==> config.mk <==
export PLATFORM = sky130hd
export DESIGN_NAME = sync_fifo_prog
export DESIGN_NICKNAME = d
export VERILOG_FILES = /design/src/rtl/sync_fifo_prog.sv
export SDC_FILE = /design/constraint.sdc
export NUM_CORES = 2
export LEC_CHECK = 0
export CELL_PAD_IN_SITES_DETAIL_PLACEMENT = 0
export CELL_PAD_IN_SITES_GLOBAL_PLACEMENT = 1
export CORE_MARGIN = 3
export CORE_UTILIZATION = 30
export DETAILED_ROUTE_END_ITERATION = 8
export PLACE_DENSITY_LB_ADDON = 0.1
export SLEW_MARGIN = 15
export SYNTH_ARGS = -nofsm -noshare
export SYNTH_HDL_FRONTEND = slang
export SYNTH_SLANG_ARGS = --single-unit
==> constraint.sdc <==
create_clock -name clk_i -period 4.4 [get_ports clk_i]
set_input_delay 0.44 -clock clk_i [delete_from_list [all_inputs] [get_ports clk_i]]
set_output_delay 0.44 -clock clk_i [all_outputs]
set_load 0.1 [all_outputs]
==> src/rtl/sync_fifo_prog.sv <==
// sync_fifo_prog: single-clock FIFO with arbitrary depth, run-time almost-full and
// almost-empty thresholds, an occupancy count, synchronous flush and a selectable
// first-word-fall-through read mode.
// Optional build macro SYNC_FIFO_ERR_FLAGS_EN adds the sticky overflow/underflow
// flags and their clear input.
module sync_fifo_prog #(
    parameter int FIFO_WIDTH = 32,
    parameter int FIFO_DEPTH = 64,
    parameter int FWFT       = 0,
    parameter int CNT_WIDTH  = $clog2(FIFO_DEPTH + 1)
) (
    input  logic                  clk_i,
    input  logic                  rstn_i,
    input  logic                  flush_i,
    input  logic [FIFO_WIDTH-1:0] wr_data_i,
    input  logic                  push_i,
    input  logic                  pop_i,
    output logic [FIFO_WIDTH-1:0] rd_data_o,
    input  logic [CNT_WIDTH-1:0]  a_full_thr_i,
    input  logic [CNT_WIDTH-1:0]  a_empty_thr_i,
    output logic [CNT_WIDTH-1:0]  count_o,
    output logic                  full_o,
    output logic                  a_full_o,
    output logic                  empty_o,
    output logic                  a_empty_o
`ifdef SYNC_FIFO_ERR_FLAGS_EN
    ,
    input  logic                  err_clr_i,
    output logic                  overflow_o,
    output logic                  underflow_o
`endif
);

    localparam int PTR_W = (FIFO_DEPTH > 1) ? $clog2(FIFO_DEPTH) : 1;
    localparam logic [PTR_W-1:0]     PTR_MAX   = PTR_W'(FIFO_DEPTH - 1);
    localparam logic [CNT_WIDTH-1:0] CNT_DEPTH = CNT_WIDTH'(FIFO_DEPTH);

    logic [FIFO_WIDTH-1:0] mem_q [FIFO_DEPTH];
    logic [PTR_W-1:0]      wr_ptr_q, wr_ptr_d;
    logic [PTR_W-1:0]      rd_ptr_q, rd_ptr_d;
    logic [CNT_WIDTH-1:0]  count_q, count_d;
    logic                  wr_en, rd_en;

    // Depth need not be a power of two, so wrap is an explicit compare.
    function automatic logic [PTR_W-1:0] ptr_inc(input logic [PTR_W-1:0] p);
        return (p == PTR_MAX) ? '0 : p + PTR_W'(1);
    endfunction

    // Flags come straight from the registered count; thresholds act combinationally.
    assign count_o   = count_q;
    assign full_o    = (count_q == CNT_DEPTH);
    assign empty_o   = (count_q == '0);
    assign a_full_o  = (count_q >= a_full_thr_i);
    assign a_empty_o = (count_q <= a_empty_thr_i);

    // Requests are qualified by the registered flags; flush overrides both.
    assign wr_en = push_i & ~full_o & ~flush_i;
    assign rd_en = pop_i & ~empty_o & ~flush_i;

    // Next-state for pointers and occupancy.
    always_comb begin
        wr_ptr_d = wr_ptr_q;
        rd_ptr_d = rd_ptr_q;
        count_d  = count_q;
        if (flush_i) begin
            wr_ptr_d = '0;
            rd_ptr_d = '0;
            count_d  = '0;
        end else begin
            if (wr_en) wr_ptr_d = ptr_inc(wr_ptr_q);
            if (rd_en) rd_ptr_d = ptr_inc(rd_ptr_q);
            count_d = count_q + CNT_WIDTH'(wr_en) - CNT_WIDTH'(rd_en);
        end
    end

    // Control state register.
    always_ff @(posedge clk_i or negedge rstn_i) begin
        if (!rstn_i) begin
            wr_ptr_q <= '0;
            rd_ptr_q <= '0;
            count_q  <= '0;
        end else begin
            wr_ptr_q <= wr_ptr_d;
            rd_ptr_q <= rd_ptr_d;
            count_q  <= count_d;
        end
    end

    // Storage array; contents are deliberately left unreset.
    always_ff @(posedge clk_i) begin
        if (wr_en) mem_q[wr_ptr_q] <= wr_data_i;
    end

    generate
        if (FWFT != 0) begin : g_fwft
            // Head word is shown directly; forced to zero while empty so reset reads 0.
            assign rd_data_o = empty_o ? '0 : mem_q[rd_ptr_q];
        end else begin : g_std
            logic [FIFO_WIDTH-1:0] rd_data_q, rd_data_d;

            // Read register loads the head word only on an accepted pop.
            always_comb begin
                rd_data_d = rd_data_q;
                if (rd_en) rd_data_d = mem_q[rd_ptr_q];
            end

            // Read data register.
            always_ff @(posedge clk_i or negedge rstn_i) begin
                if (!rstn_i) rd_data_q <= '0;
                else         rd_data_q <= rd_data_d;
            end

            assign rd_data_o = rd_data_q;
        end
    endgenerate

`ifdef SYNC_FIFO_ERR_FLAGS_EN
    logic ovf_q, ovf_d, udf_q, udf_d;

    // Sticky error flags; a new event in the clear cycle keeps the flag set.
    always_comb begin
        ovf_d = (push_i & full_o)  | (ovf_q & ~err_clr_i);
        udf_d = (pop_i  & empty_o) | (udf_q & ~err_clr_i);
    end

    // Error flag registers.
    always_ff @(posedge clk_i or negedge rstn_i) begin
        if (!rstn_i) begin
            ovf_q <= 1'b0;
            udf_q <= 1'b0;
        end else begin
            ovf_q <= ovf_d;
            udf_q <= udf_d;
        end
    end

    assign overflow_o  = ovf_q;
    assign underflow_o = udf_q;
`endif

endmodule

==> flow_metrics.env <==
export IMPL_root_buffer="clkbuf_16"
export IMPL_wirelength_um=265000
export IMPL_syn_inst=3631
export IMPL_io_buffers=93
export IMPL_cts_setup_buffers=0
export IMPL_final_hold_viol_count=0
export IMPL_detailroute_via_count=39500
export IMPL_start_util=0.302
export IMPL_fin_util=0.359
export IMPL_worst_skew_pair_late_latency_ps=870
export IMPL_cts_tree="done"
export IMPL_clock_sinks=2099
export IMPL_worstMarginPinSlew_ps=1180
export IMPL_worstPathArrival_ps=4510
export IMPL_ir_drop_uv=415
export IMPL_die_h_um=523
export IMPL_drtAntennaViolNets=0
export IMPL_cts_buffers=229
export IMPL_drc=0
export IMPL_layout_common_cells="edfxtp_1 (2,048), mux4_2 (474), buf_4 (268), clkbuf_16 (230), a22oi_1 (155)"
export IMPL_synth_distinct_cells=54
export IMPL_drv_cap=0
export IMPL_post_place_cells=7368
export IMPL_holdWs_ps=60.5
export IMPL_synth_edff_count=2048
export IMPL_die_x_um=523
export IMPL_drv_slew=0
export IMPL_ys_seq_elements=2099
export IMPL_status="complete, no violations"
export IMPL_critPathMaxFanout=7
export IMPL_die_area_um2=274000
export IMPL_r2r_slack_ps=680
export IMPL_grt_pass1_vias=40700
export IMPL_cp_required_ps=5190
export IMPL_grt_usage=0.193
export IMPL_syn_avg_cell_area_um2=22.1
export IMPL_hold_path_class="input pin to async pin"
export IMPL_max_freq_mhz=269
export IMPL_layout_commonest_cell="edfxtp_1"
export IMPL_ctsResizeCount=0
export IMPL_core_area_um2=266000
export IMPL_yosys_warnings=0
export IMPL_drtIter0Drc=3887
export IMPL_layout_worst_path_cycle_share=0.845
export IMPL_multi_input_area_um2=16900
export IMPL_place_congestion=0.765
export IMPL_antenna_found_initial=23
export IMPL_wl_per_cell_um=34.0
export IMPL_grt_pass1_wl_um=362000
export IMPL_slew_headroom=0.206
export IMPL_fin_tns_setup_ps=0
export IMPL_vias_per_cell=5.06
export IMPL_synthesis_nets=3708
export IMPL_clkTransAtPathRegs_ps=60
export IMPL_ys_seq_area_frac=0.782
export IMPL_first_pass_iters=5
export IMPL_fillCellCount=24700
export IMPL_crit_type="flip-flop to flip-flop"
export IMPL_total_power_mw=49.5
export IMPL_fin_cells=7810
export IMPL_drive_gt1_frac=0.287
export IMPL_cp_end_kind="flip-flop"
export IMPL_clock_path_buffers=3
export IMPL_hpwl_um=164000
export IMPL_ios=94
export IMPL_grt_ovfl_total=0
export IMPL_grt_start_max_net_pins=67
export IMPL_period_minus_slack_ps=3720
export IMPL_yosysTopAreaCell="edfxtp_1"
export IMPL_synth_top_area_frac=0.766
export IMPL_ys_flop_type="edfxtp_1"
export IMPL_power_density_nw_per_um2=520
export IMPL_fin_skew_ps=80.4
export IMPL_area_sequential_um2=62800
export IMPL_rsz0062_at_grt="no"
export IMPL_finalSetupViolCount=0
export IMPL_rows=189
export IMPL_p_leak_nw=28.9
export IMPL_netlist_area_um2=80300
export IMPL_crit_path_start_kind="flip-flop"
export IMPL_synth_area_top_cells="edfxtp_1 (77%), mux4_2 (13%), dfrtp_1 (1.6%), a22oi_1 (1.4%), mux2i_1 (1.2%)"
export IMPL_htree_levels=4
export IMPL_nets=4144
export IMPL_async_flop_share=0.0243
export IMPL_area_delta_synth_final_pct=18.7
-- stage by stage --
step	setup slack, ps	instance area, µm²
CTS	537	95300
floorplan	-6.49	80300
global placement	543	88000
global route	319	95300
detailed placement	675	88000
finish	683	95300
-- layer usage --
layer	track usage	share of wire	wire (µm)	up-vias
met5	0	0.000026	7	-
met1	0.275	0.45	120000	22000
met3	0.0269	0.045	11800	263
li1	-	-	-	16300
met4	0.0368	0.018	4900	2
met2	0.317	0.49	129000	958
-- cells in the mapped netlist, types with 3 or more instances --
library cell  instances
o221ai_1             13
nor3_1                8
clkbuf_1             77
and2_1                3
nand3_1               9
a211oi_1             30
nor2_1              103
inv_1                30
a311oi_1              3
buf_6                10
o21ai_1              35
mux4_2              474
buf_1                13
or3_1                 3
nor2b_1              24
dfrtp_1              51
o211ai_1             62
edfxtp_1           2048
o22ai_1              48
mux2i_1              94
mux2_2                4
xor2_1                6
o31ai_1               4
a22oi_1             155
a21oi_1              18
ha_1                 25
nand3b_1              7
nand2_1              57
o21ai_0              37
buf_2                61
a21boi_0             29
buf_4                42
nand4_1               4
nor3b_1               4
a21o_1                5
nand2b_1              9
-- flip-flops by register name, indices dropped and copies added, names as in the netlist --
register,cells
rd_data_o,32
count_o,7
rd_ptr_q,6
wr_ptr_q,6
mem_q,2048
-- worst max-delay path, stage by stage, from the launching register on --
cell and delay (ps):
dfrtp_1 430, inv_1 110, ha_1 160, nor4bb_1 490, a211oi_1 220, buf_4 220, inv_1 150, ha_1 260
inv_1 60, ha_1 160, inv_1 60, fa_1 420, nand2b_1 160, a21oi_1 180, o21ai_0 120, a21oi_1 190
o21ai_0 110, a21oi_1 140
-- kinds of logic (layout without fill, tap and decap cells) --
| kind of cell | count (synthesis) | in the layout | share of synthesized area |
|---|---|---|---|
| adders and majority gates | 26 | 26 | 0.00414 |
| AOI/OAI and AO/OA | 449 | 449 | 0.0388 |
| buffers and inverters | 234 | 869 | 0.0148 |
| and+or+nand+nor | 243 | 243 | 0.0145 |
| xor gates and xnor gates | 8 | 8 | 0.000873 |
| other | 0 | 11 | 0 |
| DFF | 2099 | 2099 | 0.782 |
| muxes | 572 | 572 | 0.145 |
-- report_power, final --
part | switching (mW) | total, mW | leakage (nW) | internal [mW]
registers | 0.525 | 22.7 | 19.1 | 22.2
clock network | 8.10 | 18.8 | 3.53 | 10.7
logic | 4.83 | 8.03 | 6.34 | 3.20
-- area by class of cell --
cell class                      count  area share
Antenna cell                       11    0.000289
Clock buffer                      309      0.0642
Clock inverter                    121      0.0124
Inverter                           30     0.00118
Multi-Input combinational cell   1298       0.177
Sequential cell                  2099       0.659
Tap cell                         3533      0.0464
Timing Repair Buffer              409      0.0396
-- repair_timing --
action,4_1_cts,5_1_grt
setup endpoints to repair,0,0
hold endpoints to repair,20,0
hold buffers,1,0
-- final timing paths --
kind / cells past startpoint / to / startpoint
max: 17 / count_o[6] / count_o[2]
min: 2 / count_o[5] / rstn_i
max reg2reg: 17 / count_o[6] / count_o[2]
min reg2reg: 2 / rd_data_o[29] / rd_data_o[29]
max in group asynchronous: 3 / rd_data_o[10] / rstn_i
min in group clk_i: 1 / mem_q[11][19] / wr_data_i[19]
Note: power is estimated with default switching activity, not from simulation.
